### src/rtl/line_buffer_ctrl.sv
// Line-buffer sequencer: pre-fills the K-1 shift-RAM rows, then streams one new row
// per pass and flags the beats that complete a KxK window column.
module line_buffer_ctrl #(
  parameter int KERNEL_SIZE = 5,
  parameter int MAX_WIDTH   = 256
) (
  input  logic       clk,
  input  logic       rst,
  input  logic       start,
  input  logic [2:0] cfg_kernel_size,
  input  logic [7:0] cfg_width,
  input  logic [7:0] cfg_height,
  input  logic       in_valid,
  output logic       in_ready,
  output logic       lb_enable,
  output logic       lb_mode,
  output logic [2:0] lb_kernel_size,
  output logic [7:0] lb_depth,
  output logic       win_valid,
  output logic [7:0] row_cnt,
  output logic [7:0] col_cnt,
  output logic       busy,
  output logic       done,
  output logic       cfg_err
);

  typedef enum logic [1:0] {ST_IDLE, ST_FILL, ST_LINE, ST_DONE} state_t;

  typedef struct packed {
    logic [2:0] k;
    logic [7:0] w_m1;
    logic [7:0] h_m1;
  } cfg_t;

  state_t     state;
  cfg_t       cfg;
  logic [7:0] k8_in;
  logic [7:0] k_m1;
  logic       cfg_legal;
  logic       col_last;
  logic       row_last;

  assign k8_in     = {5'd0, cfg_kernel_size};
  assign cfg_legal = (cfg_kernel_size == 3'd3 || cfg_kernel_size == 3'd5) &&
                     (int'(cfg_kernel_size) <= KERNEL_SIZE) &&
                     (int'(cfg_width) < MAX_WIDTH) &&
                     (cfg_width >= k8_in) && (cfg_height >= k8_in) &&
                     (cfg_width >= 8'd2);

  assign k_m1     = {5'd0, cfg.k} - 8'd1;
  assign col_last = (col_cnt == cfg.w_m1);
  assign row_last = (row_cnt == cfg.h_m1);

  // Buffer output for the current beat is valid this cycle, so these stay combinational.
  assign lb_enable = in_valid & in_ready;
  assign win_valid = lb_enable && (state == ST_LINE) && (col_cnt >= k_m1);

  assign lb_kernel_size = cfg.k;
  assign lb_depth       = cfg.w_m1;

  always_ff @(posedge clk or posedge rst) begin
    if (rst) begin
      state    <= ST_IDLE;
      cfg      <= '0;
      row_cnt  <= '0;
      col_cnt  <= '0;
      in_ready <= 1'b0;
      lb_mode  <= 1'b0;
      busy     <= 1'b0;
      done     <= 1'b0;
      cfg_err  <= 1'b0;
    end else begin
      done    <= 1'b0;
      cfg_err <= 1'b0;
      case (state)
        ST_IDLE: begin
          if (start) begin
            if (cfg_legal) begin
              cfg.k    <= cfg_kernel_size;
              cfg.w_m1 <= cfg_width - 8'd1;
              cfg.h_m1 <= cfg_height - 8'd1;
              row_cnt  <= '0;
              col_cnt  <= '0;
              lb_mode  <= 1'b0;
              in_ready <= 1'b1;
              busy     <= 1'b1;
              state    <= ST_FILL;
            end else begin
              cfg_err <= 1'b1;
            end
          end
        end
        ST_FILL: begin
          // One pass loads rows 0..K-2 in parallel, so the next live row is K-1.
          if (lb_enable) begin
            if (col_last) begin
              col_cnt <= '0;
              row_cnt <= k_m1;
              lb_mode <= 1'b1;
              state   <= ST_LINE;
            end else begin
              col_cnt <= col_cnt + 8'd1;
            end
          end
        end
        ST_LINE: begin
          if (lb_enable) begin
            if (col_last) begin
              col_cnt <= '0;
              if (row_last) begin
                in_ready <= 1'b0;
                done     <= 1'b1;
                state    <= ST_DONE;
              end else begin
                row_cnt <= row_cnt + 8'd1;
              end
            end else begin
              col_cnt <= col_cnt + 8'd1;
            end
          end
        end
        ST_DONE: begin
          busy  <= 1'b0;
          state <= ST_IDLE;
        end
        default: state <= ST_IDLE;
      endcase
    end
  end

endmodule

### config.mk
export PLATFORM = sky130hd
export DESIGN_NAME = line_buffer_ctrl
export DESIGN_NICKNAME = d
export VERILOG_FILES = /design/src/rtl/line_buffer_ctrl.sv
export SDC_FILE = /design/constraint.sdc
export NUM_CORES = 1
export LEC_CHECK = 0
export CORE_MARGIN = 2
export CORE_UTILIZATION = 50
export DETAILED_ROUTE_END_ITERATION = 12
export GPL_ROUTABILITY_DRIVEN = 0
export GPL_TIMING_DRIVEN = 0
export HOLD_SLACK_MARGIN = 0.06
export MAX_ROUTING_LAYER = met4
export PLACE_DENSITY = 0.78
export SYNTH_ARGS = -nofsm -noshare
export SYNTH_HDL_FRONTEND = slang
export SYNTH_SLANG_ARGS = --single-unit
### constraint.sdc
create_clock -name clk -period 3.63 [get_ports clk]
set_input_delay 0.5445 -clock clk [delete_from_list [all_inputs] [get_ports clk]]
set_output_delay 0.5445 -clock clk [all_outputs]
set_load 0.03 [all_outputs]
# Word-level counts from Yosys, hierarchy flattened
# Cells that the tools add are included.
[op_classes]
add_sub_neg = 5
n_mul = 0
div = 0
magnitude_cmp = 5
n_eq_ne = 16
shifts = 0
muxes = 38
n_bitwise = 1
reduce_logical = 21
[op_table]
columns = ["op", "count"]
rows = [
  ["two-way mux 8 bit", 9],
  ["one-hot mux 8 bit (3 select lines)", 1],
  ["adder 8 x 1 -> 8 bit, second input constant", 2],
  ["equality test 8 bit", 2],
  ["greater-or-equal comparator 8 x 3 -> 1 bit", 2],
  ["two-way mux 1 bit", 16],
  ["!= test 2 bit, second input constant", 8],
  ["one-hot mux 8 bit (2 select lines)", 1],
  ["subtractor 8 x 1 -> 8 bit, second input constant", 2],
  ["two-way mux 2 bit", 7],
  ["greater-or-equal comparator 8 x 2 -> 1 bit, second input constant", 1],
  ["greater-or-equal comparator 8 bit", 1],
  ["one-hot mux 2 bit (4 select lines)", 1],
  ["AND reduction 8 bit", 1],
  ["nonzero test 2 bit", 4],
  ["AND reduction 7 bit", 1],
  ["logical AND 1 bit", 6],
  ["one-hot mux 1 bit (2 select lines)", 3],
  ["AND reduction 3 bit", 2],
  ["AND reduction 6 bit", 1],
  ["AND reduction 5 bit", 1],
  ["equality test 2 bit, second input constant", 2],
  ["AND reduction 4 bit", 1],
  ["subtractor 3 x 1 -> 4 bit, second input constant", 1],
  ["10 further kinds", 10],
]
[word_totals]
ff_bits = 42
latch_bits = 0
ramBits = 0
rom_bits = 0
input_bits = 23
out_inout_bits = 34
elab_cells = 97
mem_count = 0

# Logic depth before layout (Yosys ltp)
# Gate-level depths: netlist (run 1).
[logic_depth]
ltp_word = 9
mapped_depth = 11
mapped_depth_nobuf = 9

# Worst setup path before layout (run 1)
# Ideal clock, no wire load.
[synth_path]
path_kind = "register to output"
start = "reg col_cnt[0]"
end = "out win_valid"
arrival_ns = 2.186
required_time_ns = 3.086
path_slack_ns = 0.899
path_stages_with_launch = 10
path_buffers = 0
cell_sequence = "dfrtp_1 inv_1 ha_1 nand2b_1 a21oi_1 nor2b_1 o21ai_0 a21oi_1 o21ai_0 a211oi_1"
[synth_between]
elab_chain_len = 2
[synth_rtl]
columns = ["element", "line_no", "text"]
rows = [
  ["from (decl)", "21", "output logic [7:0] col_cnt,"],
  ["from (signal assigned)", "102", "col_cnt <= col_cnt + 8'd1;"],
  ["from (signal assigned)", "118", "col_cnt <= col_cnt + 8'd1;"],
  ["greater-or-equal comparator 8 bit", "56", "assign win_valid = lb_enable && (state == ST_LINE) && (col_cnt >= k_m1);"],
  ["logical AND 1 bit", "56", ""],
  ["to (decl)", "19", "output logic win_valid,"],
]
# Every way passes these cells.

# Final worst setup path (run 1)
[layout_path]
start = "reg state[0]"
end = "out win_valid"
[layout_between]
elab_chain_len = 3
[layout_rtl]
columns = ["element", "line_no", "text"]
rows = [
  ["from (decl)", "35", "state_t state;"],
  ["from (signal assigned)", "63", "state <= ST_IDLE;"],
  ["from (signal assigned)", "87", "state <= ST_FILL;"],
  ["from (signal assigned)", "100", "state <= ST_LINE;"],
  ["equality test 2 bit", "56", ""],
  ["logical AND 1 bit (2 in a row)", "56", ""],
]
# Every way passes these cells.

==> impl_metrics.csv, run 1 <==
group,metric,value,unit
place,dpl_cell_area,0.00345,sq mm
yosys,synth.avg_cell_area,8.66,sq um
routing,vias,2476,
sta,worstMarginPinSlew,0.863,ns
worst_setup_path,arrival,2.80,ns
cells_and_area,antenna_cells,0,
routing,avgViaCountPerCell,5.39,
routing,route.detailed.drc,0,
floorplan,die_x,78.8,um
worst_setup_path,cp-start-kind,"flop",
sta,finalSetupViolations,0,
yosys,syn-num-nets,370,
sta,finalCritPeriodShare,92.2,%
clocking,cts_buffers,5,
clocking,cts_max_level,2,
routing,ant_nets,0,
clocking,clockBufferDepth,2,
yosys,ys.flop_type,"dfrtp_1",
hold_path,min_delay_path_depth,2,
sta,fin_ws,0.283,ns
pwr,p_leak,0.00159,uW
yosys,synth_edf_count,0,
sta,drv_slew,0,
worst_setup_path,r2r-start,"state[0]$_DFFE_PP0P_",
floorplan,initial_core_util,51.4,%
hold_path,min_path_type,"flop to flop",
sta,finalHoldViolCount,0,
place,pre_cts_ws,0.589,ns
place,dp_hpwl,5040,um
routing,finalWirelength,6370,um
cells_and_area,nNetsFinal,433,
cells_and_area,drive_gt1_share,7.24,%
yosys,synth_compound_area_share,16.3,%
global_routing,grt-ovfl-total,0,
pwr,power_density,652,mW/mm^2
pwr,power,2310,uW
worst_setup_path,required,3.09,ns
floorplan,dieArea,0.00621,sq mm
cells_and_area,fin_area,0.00354,sq mm
cells_and_area,regArea,0.00105,sq mm
sta,min_period,3.35,ns
worst_setup_path,crit_type,"flop to output pin",
floorplan,num_io_pins,57,
clocking,cts_setup_buffers,0,
cells_and_area,areaGrowthSynthToFinish,26.5,%
sta,fin_setup_tns,0,ns
pwr,ir_drop,0.000326,V
global_routing,grt_pass1_wl,11000,um
routing,drt_iter0_markers,193,
yosys,syn_inst,323,
hold_path,whs_endpoint,"cfg[2]$_DFFE_PP0P_",
yosys,ys_async_sr_fraction,100,%
sta,fmax,299,MHz
clocking,cts_hold_buf,0,
clocking,cts-resized-gates,0,
sta,rsz0062_at_grt,"false",
clocking,insertion_delay,0.30,ns
yosys,syn_area,0.00280,sq mm
clocking,cts_num_sinks,42,
floorplan,rows,27,
yosys,yosysWarnings,0,
yosys,synth.distinct_cells,38,
global_routing,grt_antenna_before_repair,0,
global_routing,grt_max_degree,43,
floorplan,coreArea,0.00544,sq mm
cells_and_area,final_cell_mix,"clkdlybuf4s50_1, dfrtp_1, o21ai_0",
worst_setup_path,r2r_cells,6,
worst_setup_path,path_max_fanout,10,
cells_and_area,fill_cells,452,
worst_setup_path,r2r_slack,1.56,ns
sta,slew_headroom,42.4,%
yosys,yosys.area_share.simple,19.0,%
hold_path,hold_path_startpoint,"cfg[2]$_DFFE_PP0P_",
clocking,root_buffer,"clkbuf_8",
routing,drt_pre_antenna_iters,4,
floorplan,die_h,78.8,um
yosys,synth_xor_area_share,9.08,%
yosys,yosys.area_share.adder,10.7,%
yosys,synth-seq-cells,42,
global_routing,grt_pass1_vias,2359,
clocking,cts_tree,"yes",
outcome,status,"finished, final reports clean",
sta,fin_worst_skew,0.0106,ns
yosys,synth_top_family_by_area,"simple AND/OR/NAND/NOR gates",
worst_setup_path,r2r_end,"col_cnt[6]$_DFFE_PP0P_",
place,io_buffers,56,
run,cap_violations,0,
yosys,synthMuxAreaShare,0,%
routing,wl_per_cell,13.9,um
clocking,clkTransAtPathRegs,0.08,ns
cells_and_area,final_common_cell,"clkdlybuf4s50_1",
cells_and_area,multiInputGateArea,0.00154,sq mm
global_routing,grt.total_usage,23.0,%
yosys,yosysSeqAreaShare,37.6,%
worst_setup_path,endpoint_kind,"output pin",
[layer usage]
metal	share of wire, %	wire [um]	global-route usage (%)
met5	0	0	-
met4	0.96	61	6.32
met3	4.8	307	3.52
met2	49	3130	37.9
met1	45	2870	29.7
[final cells by class]
type                    instances  share of cell area, %
clock buffers                   7                   2.44
multi-input cells             239                   43.6
repair buffers                 56                   15.8
well taps                      72                   2.55
flip-flops and latches         42                   29.7
plain buffers                  19                   3.32
inverters                      23                   2.44
clock inverters                 1                  0.141
[where the power goes]
group / switching (uW) / leakage (uW) / internal (uW) / total, uW
Clock: 160 / 0.0000482 / 154 / 314
Combinational: 725 / 0.000997 / 519 / 1240
Sequential: 142 / 0.000548 / 610 / 751
Total: 1030 / 0.00159 / 1280 / 2310
[per-stage QoR]
stage,instances,hold WS (ns),util [%]
2_1_floorplan,323,0.470,-
3_3_place_gp,451,0.488,63.4
3_5_place_dp,451,0.493,63.4
4_1_cts,459,0.511,65.1
5_1_grt,459,0.534,65.1
6_report,459,0.506,65.1
[how the worst max path moves through the flow]
stage | slack [ns] | endpoint | cells past startpoint | start
finish | 0.28 | win_valid | 7 | state[0]$_DFFE_PP0P_
global route | 0.10 | win_valid | 7 | state[0]$_DFFE_PP0P_
CTS | 0.30 | win_valid | 7 | lb_kernel_size[2]$_DFFE_PP0P_
detailed placement | 0.59 | col_cnt[6]$_DFFE_PP0P_ | 10 | cfg_kernel_size[2]
global placement | 0.63 | win_valid | 7 | lb_kernel_size[2]$_DFFE_PP0P_
floorplan | 0.90 | win_valid | 9 | col_cnt[0]$_DFFE_PP0P_
[worst max-delay path, cell delays in order (launching register included)]
cell and delay [ns]:
dfrtp_1 0.42, inv_1 0.10, ha_1 0.15, clkbuf_1 0.28, clkbuf_1 0.44, o21ai_0 0.17, a211oi_1 0.23, clkdlybuf4s50_1 0.70
[flip-flops by register name, summed over array words and instances, names as in the netlist]
name and count:
busy 1, cfg 8, cfg_err 1, col_cnt 8, done 1, in_ready 1, lb_depth 8, lb_kernel_size 3
lb_mode 1, row_cnt 8, state 2
[Yosys cell counts, drive strengths merged (7+ instances only)]
cell | number | share of area (%)
nor2 | 26 | 3.5
dfrtp | 42 | 38
xor2 | 14 | 4.4
nand3 | 7 | 1.3
inv | 23 | 3.1
xnor2 | 15 | 4.7
o21ai | 53 | 9.9
and3 | 11 | 2.5
buf | 15 | 3.7
nand2 | 39 | 5.2
ha | 24 | 11
[cell families (layout without fill, tap and decap cells)]
| logic type | count (synthesis) | count (layout) |
|---|---|---|
| simple gates | 109 | 109 |
| compound gates | 77 | 77 |
| flops | 42 | 42 |
| buf+inv | 42 | 106 |
| xor+xnor | 29 | 29 |
| fa+ha+maj | 24 | 24 |
Note: power is estimated with default switching activity, not from simulation.
==> run 2: changes to the inputs <==
TNS_END_PERCENT = 100   (was default)
==> results of run 2 <==
Final layout, timing and power as in run 1 (identical DEF).
==> run 3: changes to the inputs <==
SLEW_MARGIN = 0   (was default)
==> results of run 3 <==
Final layout, timing and power as in run 1 (identical DEF).
